==> config.mk <==
export PLATFORM = sky130hd
export DESIGN_NAME = writeback_arbiter
export DESIGN_NICKNAME = d
export VERILOG_FILES = /design/src/rtl/writeback_arbiter.sv
export SDC_FILE = /design/constraint.sdc
export NUM_CORES = 1
export LEC_CHECK = 0
export ABC_AREA = 0
export BUFFER_PORTS_ARGS = -buffer_cell sky130_fd_sc_hd__buf_2
export CORE_ASPECT_RATIO = 1.4
export CORE_MARGIN = 3
export CORE_UTILIZATION = 45
export DETAILED_ROUTE_END_ITERATION = 10
export PLACE_DENSITY = 0.7
export REMOVE_ABC_BUFFERS = 1
export SETUP_SLACK_MARGIN = 0.05
export SLEW_MARGIN = 15
export SYNTH_ARGS = -nofsm -noshare
export SYNTH_HDL_FRONTEND = slang
export SYNTH_SLANG_ARGS = --single-unit
==> constraint.sdc <==
create_clock -name clock -period 7.3 [get_ports clock]
set_clock_uncertainty 0.1 [all_clocks]
set_input_delay 0.365 -clock clock [delete_from_list [all_inputs] [get_ports clock]]
set_output_delay 0.365 -clock clock [all_outputs]
set_load 0.1 [all_outputs]
==> src/rtl/writeback_arbiter.sv <==
// Merges the fixed-latency ALU result stream and a 2-entry buffered divider
// stream onto one writeback port. The ALU path always wins; buffered results
// age out through a starvation counter that requests an ALU issue stall.
module writeback_arbiter #(
  parameter int unsigned STARVE_LIMIT = 8
) (
  input  logic        clock,
  input  logic        reset,
  input  logic        io_alu_valid,
  input  logic [6:0]  io_alu_bits_rob_idx,
  input  logic [6:0]  io_alu_bits_pdst,
  input  logic [1:0]  io_alu_bits_dst_rtype,
  input  logic [63:0] io_alu_bits_data,
  input  logic        io_div_valid,
  output logic        io_div_ready,
  input  logic [6:0]  io_div_bits_rob_idx,
  input  logic [6:0]  io_div_bits_pdst,
  input  logic [1:0]  io_div_bits_dst_rtype,
  input  logic [19:0] io_div_bits_br_mask,
  input  logic [63:0] io_div_bits_data,
  input  logic [19:0] io_brupdate_b1_resolve_mask,
  input  logic [19:0] io_brupdate_b1_mispredict_mask,
  input  logic        io_flush,
  output logic        io_wb_valid,
  output logic [6:0]  io_wb_bits_rob_idx,
  output logic [6:0]  io_wb_bits_pdst,
  output logic [1:0]  io_wb_bits_dst_rtype,
  output logic [64:0] io_wb_bits_data,
  output logic        io_alu_block,
  output logic [1:0]  io_buf_count
);

  localparam logic [3:0] LIMIT = 4'(STARVE_LIMIT);

  typedef struct packed {
    logic        valid;
    logic [6:0]  rob_idx;
    logic [6:0]  pdst;
    logic [1:0]  dst_rtype;
    logic [19:0] br_mask;
    logic [63:0] data;
  } slot_t;

  // slots[0] is always the oldest entry; slots[1] is valid only if slots[0] is.
  slot_t      slots [2];
  slot_t      nxt   [2];
  slot_t      upd   [2];
  slot_t      new_entry;
  logic [1:0] kill;
  logic       head_sel;
  logic       enq;
  logic       surv0;
  logic       surv1;
  logic [3:0] starve;
  logic [3:0] starve_nxt;

  always_comb begin
    for (int i = 0; i < 2; i++) begin
      kill[i]        = io_flush | (|(slots[i].br_mask & io_brupdate_b1_mispredict_mask));
      upd[i]         = slots[i];
      upd[i].br_mask = slots[i].br_mask & ~io_brupdate_b1_resolve_mask;
    end
  end

  assign io_buf_count = 2'(slots[0].valid) + 2'(slots[1].valid);
  assign io_div_ready = (io_buf_count < 2'd2);
  assign head_sel     = ~io_alu_valid & slots[0].valid & ~kill[0];
  assign enq          = io_div_valid & io_div_ready & ~io_flush
                      & ((io_div_bits_br_mask & io_brupdate_b1_mispredict_mask) == 20'd0);

  assign new_entry = '{valid:     1'b1,
                       rob_idx:   io_div_bits_rob_idx,
                       pdst:      io_div_bits_pdst,
                       dst_rtype: io_div_bits_dst_rtype,
                       br_mask:   io_div_bits_br_mask & ~io_brupdate_b1_resolve_mask,
                       data:      io_div_bits_data};

  assign io_wb_valid          = io_alu_valid | head_sel;
  assign io_wb_bits_rob_idx   = io_alu_valid ? io_alu_bits_rob_idx   : slots[0].rob_idx;
  assign io_wb_bits_pdst      = io_alu_valid ? io_alu_bits_pdst      : slots[0].pdst;
  assign io_wb_bits_dst_rtype = io_alu_valid ? io_alu_bits_dst_rtype : slots[0].dst_rtype;
  assign io_wb_bits_data      = {1'b0, io_alu_valid ? io_alu_bits_data : slots[0].data};

  assign surv0 = slots[0].valid & ~kill[0] & ~head_sel;
  assign surv1 = slots[1].valid & ~kill[1];

  // Survivors compact toward slot 0 in age order, then the new entry lands behind them.
  always_comb begin
    // NOTE: every combinational output gets a default first so no path infers a latch.
    nxt[0] = '0;
    nxt[1] = '0;
    if (surv0) begin
      nxt[0] = upd[0];
      if (surv1)    nxt[1] = upd[1];
      else if (enq) nxt[1] = new_entry;
    end else if (surv1) begin
      nxt[0] = upd[1];
      if (enq) nxt[1] = new_entry;
    end else if (enq) begin
      nxt[0] = new_entry;
    end
  end

  always_comb begin
    starve_nxt = starve;
    if (io_flush | head_sel | ~nxt[0].valid)
      starve_nxt = 4'd0;
    else if (slots[0].valid & ~kill[0] & io_alu_valid & (starve < LIMIT))
      starve_nxt = starve + 4'd1;
  end

  // NOTE: sequential state uses non-blocking assignments so every register samples pre-edge values.
  always_ff @(posedge clock) begin
    if (reset) begin
      // NOTE: only the valid bits need reset; payload fields are ignored while their slot is invalid.
      slots[0].valid <= 1'b0;
      slots[1].valid <= 1'b0;
      starve         <= 4'd0;
      io_alu_block   <= 1'b0;
    end else begin
      slots[0]     <= nxt[0];
      slots[1]     <= nxt[1];
      starve       <= starve_nxt;
      io_alu_block <= (starve >= LIMIT);
    end
  end

endmodule

# Word level (Yosys, flattened, before mapping)

Memory sizes are Yosys's and may differ from the RTL's.
Index checks and enable logic that the tools add are counted.

Register bits after elaboration: 5
RAM bits: 202
Input bits: 225
Output and inout bits: 86
Word-level logic and storage cells: 55
Memories kept: 1

$add $sub $neg: 2
Magnitude comparators: 3
Multiplexer cells: 13
Bitwise logic cells: 30
Reduce and logical (&&, ||, !) cells: 4

Memories:

| name  | depth | bits a word | rd ports | clocked after memory_dff | write ports | RTL line | source |
|---|---|---|---|---|---|---|---|
| slots | 2     | 101         | 2        | 0                        | 2           | 45       | `slot_t slots [2];` |

Operators by type and width:

| operator                                                       | count |
|---|---|
| 101-bit two-way mux                                            | 3 |
| 202-bit two-way mux                                            | 1 |
| 20-bit AND                                                     | 6 |
| 64-bit two-way mux                                             | 1 |
| 20-bit OR reduction                                            | 2 |
| 20-bit logical NOT                                             | 1 |
| 20-bit inverter                                                | 1 |
| 7-bit two-way mux                                              | 2 |
| 1-bit AND                                                      | 10 |
| 1-bit bitwise OR                                               | 7 |
| 1-bit inverter                                                 | 6 |
| 1-bit two-way mux                                              | 5 |
| 4-bit by 1-bit adder with 4-bit output (second input constant) | 1 |
| 4-bit greater-or-equal comparator (second input constant)      | 1 |
| 4-bit < comparator (second input constant)                     | 1 |
| 1-bit by 1-bit adder with 2-bit output                         | 1 |
| 2-bit < comparator (second input constant)                     | 1 |
| 2-bit two-way mux                                              | 1 |
| 2-bit OR reduction                                             | 1 |

# Longest topological paths before layout

An unclocked memory read counts as a cell.

Word-level depth: 12
Gate-level depth with buffers: 9
Depth with buffers taken out: 7

# Least setup slack after synthesis

No wires, ideal clock.

Path type: in2reg
Start: input port reset
End: memory slots[0][0] (netlist bit) (enable)
Data arrival time: 5,379 ps
Data required time: 6,766 ps
Path slack: 1,387 ps
Cell stages on the path: 5
Buffers on the path: 2
Cells stage by stage: clkbuf_1 > inv_1 > nand2_1 > buf_2 > inv_1

RTL lines:

| what               | RTL line | source |
|---|---|---|
| start: declaration | 8        | `input logic reset,` |
| end: declaration   | 45       |  |

==> reports/results.tsv <==
stage	metric	value	unit
setup_path	Critical Path Start	slots[0][83]	
synthesis	Mapped Area	0.01137	sq mm
clock_network	CTS resizes	0	
synthesis	Yosys warnings	0	
grt	Tot GR Track Use	0.2306	
placed_design	placed cell areas	0.01298	sq mm
synthesis	Synth area leaders	edfxtp_1 (53%), mux2_2 (7.9%), a21oi_1 (7.7%)	
timing	unrepaired setup endpoints after global routing	false	
timing	fmax	0.2107	GHz
setup_path	FF-to-FF Start	slots[0][83]	
power_and_ir_drop	Lkg Pwr	5.002	nW
grt	initial antenna violation count	11	
synthesis	Cells after Synth	1121	
cells_and_area	Layout Nets	1589	
detailed_routing	drc violations	0	
clock_network	CTS buffer count	22	
clock_network	Worst-Skew Late Latency	0.50	ns
cells_and_area	number of fill cells in the layout	2197	
power_and_ir_drop	maximum vdd drop	172.5	uV
cells_and_area	final cell count without fillers	1701	
floorplanning	FP Rows	68	
run	Max Cap Viol	0	
timing	Final Max Tran Viols	0	
grt	largest net degree at the start of global routing	94	
cells_and_area	design area	0.01375	sq mm
floorplanning	Initial Util	0.4594	
floorplanning	# IOs	311	
placed_design	Detailed Place HPWL	21050	microns
clock_network	Clock Sinks	207	
synthesis	syn avg cell area	10.15	sq um
setup_path	end of the worst register-to-register path	slots[0][19]	
timing	Slew @ Worst Pin	1.148	ns
clock_network	hold buffer count at CTS	0	
min_path	Hold Crit Class	in2reg	
placed_design	Port-buffer cells	309	
grt	total gr overflow	0	
floorplanning	die height	194.1	microns
timing	Period Utilization, post-route	0.6502	
synthesis	Seq cells post-synth	207	
setup_path	CP Capture Type	flop	
cells_and_area	Area Growth Syn to Fin	20.88	%
setup_path	Arrival @ worst endpoint	4.84	ns
synthesis	ys async rst share	0	
floorplanning	Die W	140.4	microns
grt	first-pass GRT wire length	51670	microns
placed_design	Inst Count DP	1652	
synthesis	Top FF cell, synth	edfxtp_1	
synthesis	area share of the largest cell type after synthesis	0.5280	
run_status	status	completed	
detailed_routing	count of antenna-violating nets left after detailed routing	0	
timing	final hold violations	0	
setup_path	Crit Path Max Fanout	81	
synthesis	Yosys cell types	41	
floorplanning	Core Area	0.02476	sq mm
detailed_routing	drt via density	5.915	
clock_network	clock root cell	clkbuf_16	
detailed_routing	DR WL/cell	19.50	microns
setup_path	crit path capture	slots[0][19]	
timing	Final setup viols	0	
setup_path	Critical Path RT	7.40	ns
floorplanning	Die ar.	0.02725	sq mm
synthesis	sequential area share after synthesis	0.5403	
setup_path	crit path kind	reg2reg	
power_and_ir_drop	Pwr Density	220.0	mW/mm^2
cells_and_area	layout cells sized above 1	0.3219	
timing	Final min period	4.747	ns
detailed_routing	First-pass DRT Iterations	6	
clock_network	Reg clk slew, reported paths	0.07	ns
detailed_routing	total vias in the final route	10060	
clock_network	H-tree Lvls	1	
clock_network	CTS tree	built	
detailed_routing	initial DRC count	970	
clock_network	CTS max path bufs	3	
power_and_ir_drop	total power	3.025	mW
grt	vias in the first global route	9732	
timing	worst rel slew slack	0.2324	
setup_path	r2r worst-path depth	7	
setup_path	type of origin of the critical path	flop	
setup_path	Worst R2R Setup Slack	2.55	ns
clock_network	Post-CTS Setup Bufs	0	
detailed_routing	final WL	33180	microns
placed_design	RD Place Congestion	0.9875	
timing	final hold slack	0.1499	ns
synthesis	post-synth top area cell	edfxtp_1	
synthesis	Post-synth EDFFs	200	
Yosys cell counts, types with 2 or more instances:
cell type,count
a211oi_1,4
a21o_1,15
a21oi_1,174
a222oi_1,2
a22oi_1,21
and3_1,24
buf_1,4
buf_2,23
buf_4,3
buf_6,5
clkbuf_1,71
dfxtp_1,7
edfxtp_1,200
ha_1,3
inv_1,12
mux2_2,80
nand2_1,175
nand3_1,121
nand4_1,12
nor2_1,22
nor2b_1,4
nor3_1,6
nor3_2,2
o211ai_1,80
o21ai_0,17
o21ai_1,4
o22ai_1,15
or3_1,2
placed cells by master (no fill, tap or decap), drive strengths merged, types with 2 or more instances in the layout:
| cell | instances |
|---|---|
| buf | 322 |
| edfxtp | 200 |
| nand2 | 175 |
| a21oi | 175 |
| nand3 | 121 |
| mux2 | 80 |
| o211ai | 80 |
| clkbuf | 27 |
| and3 | 24 |
| nor2 | 22 |
| a22oi | 21 |
| o21ai | 21 |
| o22ai | 15 |
| a21o | 15 |
| nand4 | 12 |
| inv | 11 |
| diode | 10 |
| nor3 | 9 |
| clkinv | 8 |
| dfxtp | 7 |
| nor2b | 4 |
| a211oi | 4 |
| bufinv | 4 |
| ha | 3 |
| a222oi | 2 |
| or3 | 2 |
critical path, stage by stage, from the launching register on:
cell and delay, ns:
edfxtp_1 0.41, nand2_1 0.17, nand4_1 0.13, or3_1 0.51
or2_2 0.62, nand2_4 0.78, clkinv_2 1.03, buf_4 0.58
state kept, by name (all words and copies together), names as in the netlist:
name / flops
io_alu_block: 1
slots: 202
starve: 4
per-layer routing:
layer / wire [microns] / vias to the layer above / track usage
li1: - / 4711 / -
met1: 12520 / 4777 / 0.2916
met2: 16930 / 493 / 0.3947
met3: 2461 / 79 / 0.02936
met4: 1256 / 2 / 0.1013
met5: 12 / - / 0
logic make-up (layout without fill, tap and decap cells):
group	count (synthesis)	count (layout)	synth area share
AND/OR/NAND/NOR	372	372	0.1494
AO/OA/AOI/OAI	337	337	0.1793
flip-flops	207	207	0.5403
buffers and inverters	118	373	0.04576
multiplexers	81	81	0.08008
adder cells (fa/ha/maj)	3	3	0.003300
XOR/XNOR	2	2	0.001540
other	1	11	0.0003297
power by group:
group          internal (mW)  switching (mW)
logic                  0.108           0.382
registers               1.34          0.0199
clock network          0.714           0.460
total                   2.16           0.862
metrics by stage:
stage / util / TNS (ns) / worst slack [ns]
6_report: 0.5553 / 0 / 2.553
5_1_grt: 0.5552 / 0 / 2.245
4_1_cts: 0.5543 / 0 / 2.548
3_5_place_dp: 0.5242 / 0 / 2.444
3_3_place_gp: 0.5242 / 0 / 2.492
2_1_floorplan: - / -779.06 / -4.091
worst min-delay path by stage:
stage	from	to	slack, ns	cells past startpoint
6_report	io_div_bits_dst_rtype[1]	slots[0][85]	0.15	3
5_1_grt	io_div_bits_data[9]	slots[0][9]	0.15	3
4_1_cts	io_div_bits_dst_rtype[1]	slots[0][85]	0.14	3
3_5_place_dp	starve[3]	io_alu_block	0.38	1
3_3_place_gp	starve[3]	io_alu_block	0.38	1
2_1_floorplan	reset	slots[0][201]	0.33	1
layout make-up:
class | count | area (sq um) | share of cell area
Timing Repair Buffer | 322 | 1649 | 0.1199
Multi-Input combinational cell | 796 | 4741 | 0.3448
Inverter | 12 | 48.80 | 0.003549
Tap cell | 315 | 394.1 | 0.02867
Antenna cell | 10 | 25.02 | 0.001820
Sequential cell | 207 | 6146 | 0.4470
Clock inverter | 12 | 155.1 | 0.01128
Clock buffer | 27 | 590.6 | 0.04295
Power figures use the tool's default switching activity.
